$ cat src/rtl/memory_stage.sv
// Memory stage: EX/MEM pipeline register, data-memory handshake with a
// variable-latency memory, and MEM/WB pipeline register.
//
// state   | meaning
// --------+-----------------------------------------------------------
// ST_IDLE | no access outstanding beyond the current cycle
// ST_WAIT | request outstanding, memory has not answered yet; cnt_q
//         | holds the number of cycles already spent waiting
//
// The request is combinational from the EX/MEM register so that a
// zero-wait memory completes in the same cycle the instruction reaches M.
// A hung access is aborted once cnt_q reaches TIMEOUT; the instruction
// then retires as a bubble and the sticky MemErr flag is raised.
module memory_stage #(
    parameter int unsigned TIMEOUT = 16,
    parameter int unsigned CNT_W   = 8
) (
    input  logic        clk,
    input  logic        rst_n,
    input  logic [31:0] ALUOutE,
    input  logic [31:0] WriteDataE,
    input  logic [4:0]  WriteRegE,
    input  logic        RegWriteE,
    input  logic        MemtoRegE,
    input  logic        MemWriteE,
    input  logic        MemReadE,
    input  logic [31:0] DMemRData,
    input  logic        DMemReady,
    output logic [31:0] ALUOutM,
    output logic [4:0]  WriteRegM,
    output logic        RegWriteM,
    output logic        MemtoRegM,
    output logic        DMemReq,
    output logic        DMemWe,
    output logic [31:0] DMemAddr,
    output logic [31:0] DMemWData,
    output logic        MemStall,
    output logic [31:0] ResultW,
    output logic [4:0]  WriteRegW,
    output logic        RegWriteW,
    output logic        MemErr
);

    typedef enum logic [0:0] {
        ST_IDLE = 1'b0,
        ST_WAIT = 1'b1
    } state_t;

    localparam logic [CNT_W-1:0] CNT_LIMIT = CNT_W'(TIMEOUT);
    localparam logic [CNT_W-1:0] CNT_ONE   = CNT_W'(1);

    // EX/MEM register
    logic [31:0] alu_out_m_q, alu_out_m_d;
    logic [31:0] write_data_m_q, write_data_m_d;
    logic [4:0]  write_reg_m_q, write_reg_m_d;
    logic        reg_write_m_q, reg_write_m_d;
    logic        memto_reg_m_q, memto_reg_m_d;
    logic        mem_write_m_q, mem_write_m_d;
    logic        mem_read_m_q, mem_read_m_d;

    // access FSM and wait counter
    state_t           state_q, state_d;
    logic [CNT_W-1:0] cnt_q, cnt_d;

    // MEM/WB register and sticky error
    logic [31:0] result_w_q, result_w_d;
    logic [4:0]  write_reg_w_q, write_reg_w_d;
    logic        reg_write_w_q, reg_write_w_d;
    logic        mem_err_q, mem_err_d;

    // access qualification
    logic mem_op_m;
    logic misaligned;
    logic abort;
    logic dmem_req;
    logic mem_stall;

    // Request/stall decode; abort only exists in the last WAIT cycle when
    // the memory is still silent, so a late ready always wins.
    always_comb begin
        mem_op_m   = mem_read_m_q | mem_write_m_q;
        misaligned = mem_op_m & (alu_out_m_q[1:0] != 2'b00);
        abort      = (state_q == ST_WAIT) & ~DMemReady & (cnt_q == CNT_LIMIT);
        dmem_req   = mem_op_m & ~misaligned & ~abort;
        mem_stall  = dmem_req & ~DMemReady;
    end

    // EX/MEM next value: capture execute outputs unless the stage is frozen
    always_comb begin
        alu_out_m_d    = alu_out_m_q;
        write_data_m_d = write_data_m_q;
        write_reg_m_d  = write_reg_m_q;
        reg_write_m_d  = reg_write_m_q;
        memto_reg_m_d  = memto_reg_m_q;
        mem_write_m_d  = mem_write_m_q;
        mem_read_m_d   = mem_read_m_q;
        if (!mem_stall) begin
            alu_out_m_d    = ALUOutE;
            write_data_m_d = WriteDataE;
            write_reg_m_d  = WriteRegE;
            reg_write_m_d  = RegWriteE;
            memto_reg_m_d  = MemtoRegE;
            mem_write_m_d  = MemWriteE;
            mem_read_m_d   = MemReadE;
        end
    end

    // Access FSM next state and wait counter
    always_comb begin
        state_d = state_q;
        cnt_d   = cnt_q;
        case (state_q)
            ST_IDLE: begin
                if (dmem_req && !DMemReady) begin
                    state_d = ST_WAIT;
                    cnt_d   = CNT_ONE;
                end
            end
            ST_WAIT: begin
                if (DMemReady || abort) begin
                    state_d = ST_IDLE;
                    cnt_d   = '0;
                end else begin
                    cnt_d = cnt_q + CNT_ONE;
                end
            end
            default: begin
                state_d = ST_IDLE;
                cnt_d   = '0;
            end
        endcase
    end

    // MEM/WB next value: stalls, aborts and misaligned ops retire as bubbles
    always_comb begin
        result_w_d    = result_w_q;
        write_reg_w_d = write_reg_w_q;
        reg_write_w_d = 1'b0;
        mem_err_d     = mem_err_q | abort | misaligned;
        if (!mem_stall && !abort && !misaligned) begin
            reg_write_w_d = reg_write_m_q;
            write_reg_w_d = write_reg_m_q;
            result_w_d    = memto_reg_m_q ? DMemRData : alu_out_m_q;
        end
    end

    // State registers; reset abandons any outstanding access
    always_ff @(posedge clk or negedge rst_n) begin
        if (!rst_n) begin
            alu_out_m_q    <= '0;
            write_data_m_q <= '0;
            write_reg_m_q  <= '0;
            reg_write_m_q  <= 1'b0;
            memto_reg_m_q  <= 1'b0;
            mem_write_m_q  <= 1'b0;
            mem_read_m_q   <= 1'b0;
            state_q        <= ST_IDLE;
            cnt_q          <= '0;
            result_w_q     <= '0;
            write_reg_w_q  <= '0;
            reg_write_w_q  <= 1'b0;
            mem_err_q      <= 1'b0;
        end else begin
            alu_out_m_q    <= alu_out_m_d;
            write_data_m_q <= write_data_m_d;
            write_reg_m_q  <= write_reg_m_d;
            reg_write_m_q  <= reg_write_m_d;
            memto_reg_m_q  <= memto_reg_m_d;
            mem_write_m_q  <= mem_write_m_d;
            mem_read_m_q   <= mem_read_m_d;
            state_q        <= state_d;
            cnt_q          <= cnt_d;
            result_w_q     <= result_w_d;
            write_reg_w_q  <= write_reg_w_d;
            reg_write_w_q  <= reg_write_w_d;
            mem_err_q      <= mem_err_d;
        end
    end

    assign ALUOutM   = alu_out_m_q;
    assign WriteRegM = write_reg_m_q;
    assign RegWriteM = reg_write_m_q;
    assign MemtoRegM = memto_reg_m_q;
    assign DMemReq   = dmem_req;
    assign DMemWe    = mem_write_m_q;
    assign DMemAddr  = alu_out_m_q;
    assign DMemWData = write_data_m_q;
    assign MemStall  = mem_stall;
    assign ResultW   = result_w_q;
    assign WriteRegW = write_reg_w_q;
    assign RegWriteW = reg_write_w_q;
    assign MemErr    = mem_err_q;

endmodule

$ cat config.mk
export PLATFORM = sky130hd
export DESIGN_NAME = memory_stage
export DESIGN_NICKNAME = d
export VERILOG_FILES = /design/src/rtl/memory_stage.sv
export SDC_FILE = /design/constraint.sdc
export NUM_CORES = 1
export LEC_CHECK = 0
export ABC_AREA = 1
export BUFFER_PORTS_ARGS = -buffer_cell sky130_fd_sc_hd__buf_2
export CAP_MARGIN = 20
export CORE_MARGIN = 2
export CORE_UTILIZATION = 45
export DETAILED_ROUTE_END_ITERATION = 6
export PLACE_DENSITY = 0.8
export SLEW_MARGIN = 20
export SYNTH_ARGS = -nofsm -noshare
export SYNTH_HDL_FRONTEND = slang
export SYNTH_SLANG_ARGS = --single-unit
export TNS_END_PERCENT = 30
$ cat constraint.sdc
create_clock -name clk -period 1.98 [get_ports clk]
set_input_delay 0.297 -clock clk [delete_from_list [all_inputs] [get_ports clk]]
set_output_delay 0.297 -clock clk [all_outputs]
set_load 0.02 [all_outputs]
==> results of run 1 <==
[kinds of logic after synthesis]
logic type | after synthesis
DFF | 121
AOI/OAI and AO/OA | 77
and+or+nand+nor | 331
buffers and inverters | 119
xor gates and xnor gates | 4
adders and majority gates | 2
[cells in the mapped netlist (all sizes together)]
cell type and n:
nand3 44, dfrtp 121, inv 52, clkbuf 9, buf 58, a21oi 2
ha 2, o22ai 3, o211ai 1, nand2 273, nor2 13, nand4 1
xnor2 2, xor2 2, o21ai 71
[what timing repair did]
item                       4_1_cts  5_1_grt
hold buffers                     1        0
setup endpoints to repair       18       40
buffers inserted                 2        0
hold endpoints to repair        35        0
pin swaps                        1        1
gates resized for setup          2        1
cloned                           0        1
[worst max path at each step]
stage	to
floorplan	ResultW[13]
global placement	ResultW[0]
detailed placement	ResultW[30]
CTS	WriteRegW[0]
global route	DMemReq
finish	DMemReq
[state kept, by name (all words and copies together), names as in the netlist]
register,flops
DMemWData,32
WriteRegM,5
state_q,1
cnt_q,8
ALUOutM,32
WriteRegW,5
mem_read_m_q,1
RegWriteM,1
RegWriteW,1
MemErr,1
ResultW,32
MemtoRegM,1
DMemWe,1
[power groups by stage]
stage | Sequential [mW] | Clock, mW | Combinational (mW)
after floorplan | 3.41 | 0 | 0.727
after global placement | 3.05 | 0 | 1.69
after detailed placement | 3.05 | 0 | 1.73
after CTS | 3.03 | 3.15 | 1.74
after global routing | 3.07 | 3.30 | 1.90
final | 3.03 | 3.09 | 1.73
[metrics by stage]
stage / hold slack, ps / cell area [sq um]
CTS: 66.8 / 7230
global route: 77.7 / 7240
global placement: 310 / 6610
finish: 82.7 / 7240
detailed placement: 307 / 6610
floorplan: 1.41 / 5450
[metal layers]
metal / up-vias / wire, microns
met2: 242 / 6850
met5: - / 0
met3: 20 / 1270
li1: 2438 / -
met1: 2219 / 6150
met4: 0 / 257
[layout make-up]
cell class	count	area [sq um]
inverter	52	195
sequential	121	3030
clock buffer	23	478
fill	1079	4670
tap	147	184
clock inverter	9	120
multi-input combinational	415	1790
timing repair buffer	266	1450
[critical path, cell delays in order (launching register included)]
cell and delay, ps:
dfrtp_1 410, inv_2 70, ha_1 130, nand2_1 60, nor2_2 110, inv_1 60
nor2_2 260, nor2_1 70, buf_2 160
==> summary.md, run 1 <==
| Metric | Value |
|---|---|
| Critical Path AT | 1750 ps |
| Die width | 114 microns |
| Met1 GRT Util | 27.2% |
| Clk_skew | 7.75 ps |
| Initial antenna violation count | 0 |
| CP Capture Type | output port |
| Dpl hpwl | 9990 microns |
| Seq pwr share | 38.6% |
| CTS buffer count | 17 |
| Layout cell share with drive strength beyond 1 | 34.4% |
| Die H | 114 microns |
| Rel. slew slack | 31.4% |
| Placer congestion estimate | 0.849 |
| Number of remaining DRC errors | 0 |
| Post-synthesis xor/xnor area fraction | 0.643% |
| Cell area power density | 1080 nW/um^2 |
| # IOs | 253 |
| Post-synth top area share | 55.6% |
| Yosys warning count | 0 |
| R2r worst-path depth | 9 |
| CTS sink cnt | 121 |
| Hold Fails Final Rpt | 0 |
| Int Pwr | 5.45 mW |
| Final slew viol count | 0 |
| Adder-Cell Fraction of Synth Area | 0.460% |
| Post-Synth Simple-Gate Area | 24.1% |
| Commonest non-fill, non-tap cell in the layout | nand2_1 |
| RR Endpoint | ResultW[13] |
| Min-Delay Path Class | primary input to register |
| Vias in the first global route | 4,559 |
| Status | complete, but fails checks |
| Data required, critical path | 1680 ps |
| Final Non-Filler Cells | 1,033 |
| Comb power frac | 22.0% |
| Clock-pin slew on the worst setup and hold paths | 50 ps |
| Inserted Diodes | 0 |
| Max IR drop VDD | 0.532 mV |
| CP Class | register to output port |
| Largest family of logic cells by synthesized area | simple AND/OR/NAND/NOR gates |
| Initial DRT Pass Iterations | 5 |
| Core Footprint | 11,900 sq um |
| Global-route wire length before repair | 22,300 microns |
| Die area | 13,000 sq um |
| Mux contribution to synthesized area | 0% |
| WL/cell | 14.1 microns |
| Number of max-cap violations | 0 |
| Final ANT Viol Nets | 0 |
| Seq cells post-synth | 121 |
| Final WS setup | -64.5 ps |
| Setup WS pre-CTS | -4.95 ps |
| DR vias | 4,919 |
| Overall Global Routing Usage | 22.1% |
| FMAX | 489 MHz |
| P_leak | 4.16 nW |
| Hold path endpoint | DMemWData[31] |
| GRT Max-Usage Layer | met2 |
| Initial Utilization | 45.7% |
| Worst-Margin Slew | 1030 ps |
| Post-Synthesis Cells | 654 |
| Mapped Area | 5450 sq um |
| Failing checks | setup timing |
| Placed cells | 997 |
| Drt via density | 4.76 |
| Sum Neg Setup Slack | -507 ps |
| Mapped Nets | 764 |
| Reg2reg start | cnt_q[0] |
| Setup crit start | cnt_q[0] |
| Pin count of the biggest net entering global routing | 94 |
| Count of final setup violators | 19 |
| Area contributors post-synth | dfrtp_1, nand2_1, o21ai_0 |
| Layout Area Growth over Synthesis | 33.0% |
| Net Sw Power | 2.41 mW |
| Element type at the critical path start | register |
| Routed WL | 14,500 microns |
| Initial drt markers | 382 |
| R2R setup slack | -50 ps |
| M2 GR Usage | 36.0% |
| Register area share after synthesis | 55.6% |
| H-tree levels | 4 |
| Switching share of power | 30.6% |
| Met3 usage | 6.91% |
| Complex-gate fraction of the synthesized area | 7.19% |
| Area leader, netlist | dfrtp_1 |
| Cells on Worst Hold Path | 3 |
| Buffers on Ports | 252 |
| Fin crit period | 2040 ps |
| CTS root buf | clkbuf_16 |
| CTS Buffer Depth | 2 |
| Post-Syn Area per Cell | 8.33 sq um |
| # rows | 40 |
| Commonest non-fill, non-tap cells in the layout | nand2_1, buf_2, dfrtp_1 |
| Yosys cell types | 20 |
| Hold Path Origin | WriteDataE[31] |
| Tcrit/Tclk final | 103% |
| Gr ovfl total | 0 |
| Tot Pwr | 7.86 mW |
| Clock power frac | 39.4% |
| RSZ-0062 raised after global routing | yes |
| Final core utilization | 60.8% |
| CTS tree | yes |
| Later-pin clock latency in the skew report | 410 ps |
| Nets | 983 |
| Worst Path Max Fanout | 4 |
No activity file was read; power rests on OpenSTA's default activity.
==> run 2: changes to the inputs <==
Settings changed: SETUP_SLACK_MARGIN set to 0.3.
==> run 2 against run 1 <==
The flow now finishes without violations. Highest routed layer unchanged. Via count increased by 3.4%. Final cell count increased by 1.9%. Critical endpoint unchanged. Largest power group unchanged. Design area increased by 5.3%.
==> summary.md, run 2 (synthesis gave the netlist of run 1 again) <==
| Metric | Value |
|---|---|
| Status | completed |
| Switching share of power | 30.8% |
| RSZ-0062 raised after global routing | yes |
| Clock power frac | 38.2% |
| CTS Buffer Depth | 2 |
| Initial drt markers | 423 |
| Dpl hpwl | 9990 microns |
| Int Pwr | 5.61 mW |
| CTS tree | yes |
| Number of remaining DRC errors | 0 |
| Final slew viol count | 0 |
| Initial DRT Pass Iterations | 5 |
| Fin crit period | 1900 ps |
| Pin count of the biggest net entering global routing | 53 |
| CP Buf/Inv Count | 3 |
| Sum Neg Setup Slack | 0 ps |
| Layout cell share with drive strength beyond 1 | 36.8% |
| Routed WL | 15,900 microns |
| Rel. slew slack | 63.2% |
| # rows | 40 |
| Clock-pin slew on the worst setup and hold paths | 50 ps |
| Worst-Margin Slew | 552 ps |
| Vias in the first global route | 4,719 |
| Area of the multi-input gates | 1830 sq um |
| CTS root buf | clkbuf_16 |
| Max IR drop VDD | 0.533 mV |
| CTS buffer count | 17 |
| Commonest non-fill, non-tap cell in the layout | nand2_1 |
| Critical Path AT | 1610 ps |
| Nets | 1,003 |
| H-tree levels | 4 |
| Layout Area Growth over Synthesis | 40.0% |
| Final hold slack | 84.8 ps |
| Overall Global Routing Usage | 23.6% |
| Number of max-cap violations | 0 |
| Die H | 114 microns |
| Inserted Diodes | 0 |
| CP Capture Type | output port |
| P_leak | 4.34 nW |
| Initial Utilization | 45.7% |
| Net Sw Power | 2.49 mW |
| Min-Delay Path Class | primary input to register |
| Tot Pwr | 8.10 mW |
| WL/cell | 15.1 microns |
| Seq. cell area | 3030 sq um |
| Later-pin clock latency in the skew report | 410 ps |
| Final ANT Viol Nets | 0 |
| Die area | 13,000 sq um |
| CP max stage delay | 390 ps |
| Count of final setup violators | 0 |
| CP top delay family | flip-flops |
| Seq pwr share | 37.4% |
| Commonest non-fill, non-tap cells in the layout | nand2_1, buf_2, dfrtp_1 |
| Fillers | 1,035 |
| Initial antenna violation count | 0 |
| Cell area power density | 1060 nW/um^2 |
| Global-route wire length before repair | 23,600 microns |
| Element type at the critical path start | register |
| Clk_skew | 6.82 ps |
| Core Footprint | 11,900 sq um |
| FMAX | 525 MHz |
| CTS sink cnt | 121 |
| # IOs | 253 |
| CP max-delay cell | dfrtp_1 |
| Tcrit/Tclk final | 96.2% |
| Placer congestion estimate | 0.849 |
| DR vias | 5,088 |
| Buffers on Ports | 252 |
| CP Class | register to output port |
| Data required, critical path | 1680 ps |
| Gr ovfl total | 0 |
| Worst Path Max Fanout | 3 |
| Comb power frac | 24.4% |
| Drt via density | 4.83 |
| Hold Fails Final Rpt | 0 |
| Die width | 114 microns |
| Crit-path cells | inv_2 -> ha_4 -> nand2_4 -> nor2_4 -> inv_2 -> nor2_4 -> nor2_1 -> buf_4 |
==> run 2: changes by cell type in the layout (fill, tap and decap cells not counted), moves of 2 or more <==
cell	before	now
clkbuf_16	17	22
buf_2	251	249
inv_2	4	7
buf_6	0	4
inv_1	48	45
buf_16	0	3
buf_4	8	16
nor2_4	1	4
nor2_1	10	8
==> run 2: cell type report <==
class,instances,area share (%)
multi-input combinational,415,24.0
timing repair buffer,286,23.4
clock inverter,9,1.58
clock buffer,23,6.27
inverter,52,2.56
sequential,121,39.7
tap,147,2.41
==> run 2: tightest hold or removal path: stages <==
cell,delay (ps)
buf_2,70
nand2_1,40
nand2_1,50
==> run 2: path summary, 6_finish.rpt <==
check | to | from | slack (ps) | cells after the start
min in group asynchronous | DMemWData[0] | rst_n | 390 | 2
worst min register to register | DMemWData[2] | DMemWData[2] | 460 | 2
worst max-delay path | DMemReq | cnt_q[1] | 80 | 8
max in group asynchronous | ALUOutM[22] | rst_n | 1000 | 3
worst max register to register | MemtoRegM | cnt_q[1] | 200 | 9
worst min-delay path | DMemWData[31] | WriteDataE[31] | 80 | 3
==> run 2: routing by layer <==
layer | vias up | share of wire (%) | track usage, % | routed length, microns
met5 | - | 0 | 0 | 0
met4 | 0 | 1.3 | 9.35 | 211
met3 | 15 | 8.5 | 6.85 | 1360
met2 | 240 | 48 | 39.5 | 7690
met1 | 2355 | 42 | 28.8 | 6670
li1 | 2478 | - | - | -
==> run 2: timing repair <==
| action | 4_1_cts | 5_1_grt |
|---|---|---|
| hold endpoints to repair | 35 | 0 |
| endpoints found under the setup margin | 110 | 117 |
| setup buffers | 8 | 6 |
| cloned | 4 | 5 |
| gates resized for setup | 15 | 17 |
| hold buffers | 1 | 0 |
| pin swaps | 5 | 3 |
==> run 2: per-stage QoR <==
step | cells | setup slack, ps | instance area, sq um | util [%]
5_1_grt | 1053 | -13.6 | 7620 | 64.0
2_1_floorplan | 654 | 431 | 5450 | -
3_3_place_gp | 997 | 99.1 | 6610 | 55.5
6_report | 1053 | 75.8 | 7620 | 64.0
3_5_place_dp | 997 | -4.95 | 6610 | 55.5
4_1_cts | 1042 | 26.4 | 7380 | 61.9
==> run 2: power by group through the flow <==
stage | logic (mW) | clock network [mW] | registers, mW
4_1_cts | 1.84 | 3.15 | 3.02
6_report | 1.98 | 3.10 | 3.03
3_5_place_dp | 1.73 | 0 | 3.05
5_1_grt | 2.15 | 3.30 | 3.07
2_1_floorplan | 0.727 | 0 | 3.41
3_3_place_gp | 1.69 | 0 | 3.05
==> run 3: changes to the inputs <==
Settings changed: CORE_UTILIZATION 45 to 30, PLACE_DENSITY 0.8 to 0.58, SKIP_CTS_REPAIR_TIMING set to 1.
==> run 3 against run 2 <==
The flow now finishes with violations (setup timing). Flip-flop and latch count unchanged. Utilization is 20 points lower. Design area rose by 4.3%. Clock-buffer cell count decreased by 4. Sequential power about the same. Worst hold slack got worse by 21 ps. Clock skew about the same. Worst setup slack got worse by 100 ps. Power grew 1.0%. First-iteration DRC count fell by 42%. Highest routed layer unchanged.
==> summary.md, run 3 (synthesis gave the netlist of run 1 again) <==
| Metric | Value |
|---|---|
| Status | complete, but fails checks |
| Failing checks | setup timing |
| RSZ-0062 raised after global routing | yes |
| Reg2reg start | cnt_q[1] |
| Crit-path cells | inv_2 -> ha_4 -> nand2_2 -> nor2_2 -> buf_4 -> nand3_4 -> nand3_4 -> inv_2 -> buf_6 |
| Critical Path AT | 1710 ps |
| CTS buffer count | 17 |
| WL/cell | 15.1 microns |
| CP Buf/Inv Count | 4 |
| Overall Global Routing Usage | 16.6% |
| CTS Buffer Depth | 2 |
| Nets | 1,021 |
| Setup WS pre-CTS | 9.57 ps |
| Final ANT Viol Nets | 0 |
| Drt via density | 4.47 |
| Initial drt markers | 247 |
| # rows | 49 |
| Number of max-cap violations | 0 |
| Buffers on Ports | 252 |
| CTS root buf | clkbuf_16 |
| Die H | 139 microns |
| Pin count of the biggest net entering global routing | 49 |
| Worst-Margin Slew | 436 ps |
| Clock-pin slew on the worst setup and hold paths | 60 ps |
| DR vias | 5,153 |
| Cell area power density | 1030 nW/um^2 |
| CTS sink cnt | 121 |
| Commonest non-fill, non-tap cell in the layout | nand2_1 |
| Core Footprint | 17,900 sq um |
| # IOs | 253 |
| Number of remaining DRC errors | 0 |
| Hold Path Origin | ALUOutE[1] |
| Initial Utilization | 30.4% |
| P_leak | 4.43 nW |
| CP Class | register to output port |
| Max IR drop VDD | 0.740 mV |
| Final core utilization | 44.4% |
| CP max stage delay | 410 ps |
| Worst Path Max Fanout | 3 |
| Routed WL | 17,400 microns |
| Dpl hpwl | 11,300 microns |
| Final slew viol count | 0 |
| Min-Delay Path Class | primary input to register |
| Die width | 139 microns |
| Initial antenna violation count | 1 |
| Setup crit start | cnt_q[1] |
| Placed cells | 1,096 |
| Fin crit period | 2000 ps |
| Clk_skew | 7.07 ps |
| Layout Area Growth over Synthesis | 46.0% |
| Layout cell share with drive strength beyond 1 | 40.0% |
| Commonest non-fill, non-tap cells in the layout | nand2_1, buf_2, dfrtp_1 |
| FMAX | 499 MHz |
| CP Capture Type | output port |
| Hold Fails Final Rpt | 0 |
| Initial DRT Pass Iterations | 5 |
| CP top delay family | flip-flops |
| Count of final setup violators | 2 |
| Later-pin clock latency in the skew report | 420 ps |
| Element type at the critical path start | register |
| Gr ovfl total | 0 |
| Final WS setup | -24.9 ps |
| Placer congestion estimate | 0.806 |
| Die area | 19,200 sq um |
| Global-route wire length before repair | 25,500 microns |
| CTS tree | yes |
| H-tree levels | 4 |
| CP max-delay cell | dfrtp_1 |
| Vias in the first global route | 4,810 |
| Final Non-Filler Cells | 1,154 |
| Data required, critical path | 1680 ps |
| Rel. slew slack | 71.0% |
| Tcrit/Tclk final | 101% |
-- run 3: layout make-up --
type	instances	area, sq um
Multi-Input combinational cell	415	1890
Inverter	52	195
Sequential cell	121	3030
Fill cell	1764	9950
Clock buffer	19	453
Timing Repair Buffer	304	1940
Tap cell	229	287
Clock inverter	13	144
Antenna cell	1	2.50
-- run 3: per-layer routing --
| metal | GRT usage (%) | wire length (microns) |
|---|---|---|
| met5 | 0 | 0 |
| met4 | 4.68 | 269 |
| met3 | 6.15 | 1400 |
| met2 | 26.2 | 8300 |
| met1 | 21.6 | 7410 |
-- run 3: power breakdown --
part / internal (mW) / total [mW] / switching, mW
Combinational: 0.774 / 2.04 / 1.26
Clock: 1.93 / 3.13 / 1.20
Sequential: 2.80 / 3.02 / 0.222
-- run 3: worst min-delay path: cells and delay by family --
kind,cells,cell delay [ps]
buf+inv,2,120
simple gates,1,30
-- run 3: metrics by stage --
stage / power [mW] / instance area, sq um / setup TNS [ps] / hold WS, ps
global placement: 4.85 / 6850 / 0 / 234
detailed placement: 4.86 / 6850 / 0 / 238
finish: 8.19 / 7950 / -25.9 / 63.6
global route: 8.61 / 7950 / -265 / 51.7
floorplan: 4.14 / 5450 / 0 / 1.41
CTS: 8.02 / 7450 / -327 / -219
-- run 3: path summary, 6_finish.rpt --
kind | end | slack (ps) | cells after the start
hold reg to reg | DMemWData[23] | 470 | 2
setup / recovery | MemStall | -20 | 9
min in group asynchronous | DMemWData[19] | 320 | 2
hold / removal | ALUOutM[1] | 60 | 3
setup reg to reg | ALUOutM[20] | 70 | 13
max in group asynchronous | ALUOutM[21] | 1070 | 3
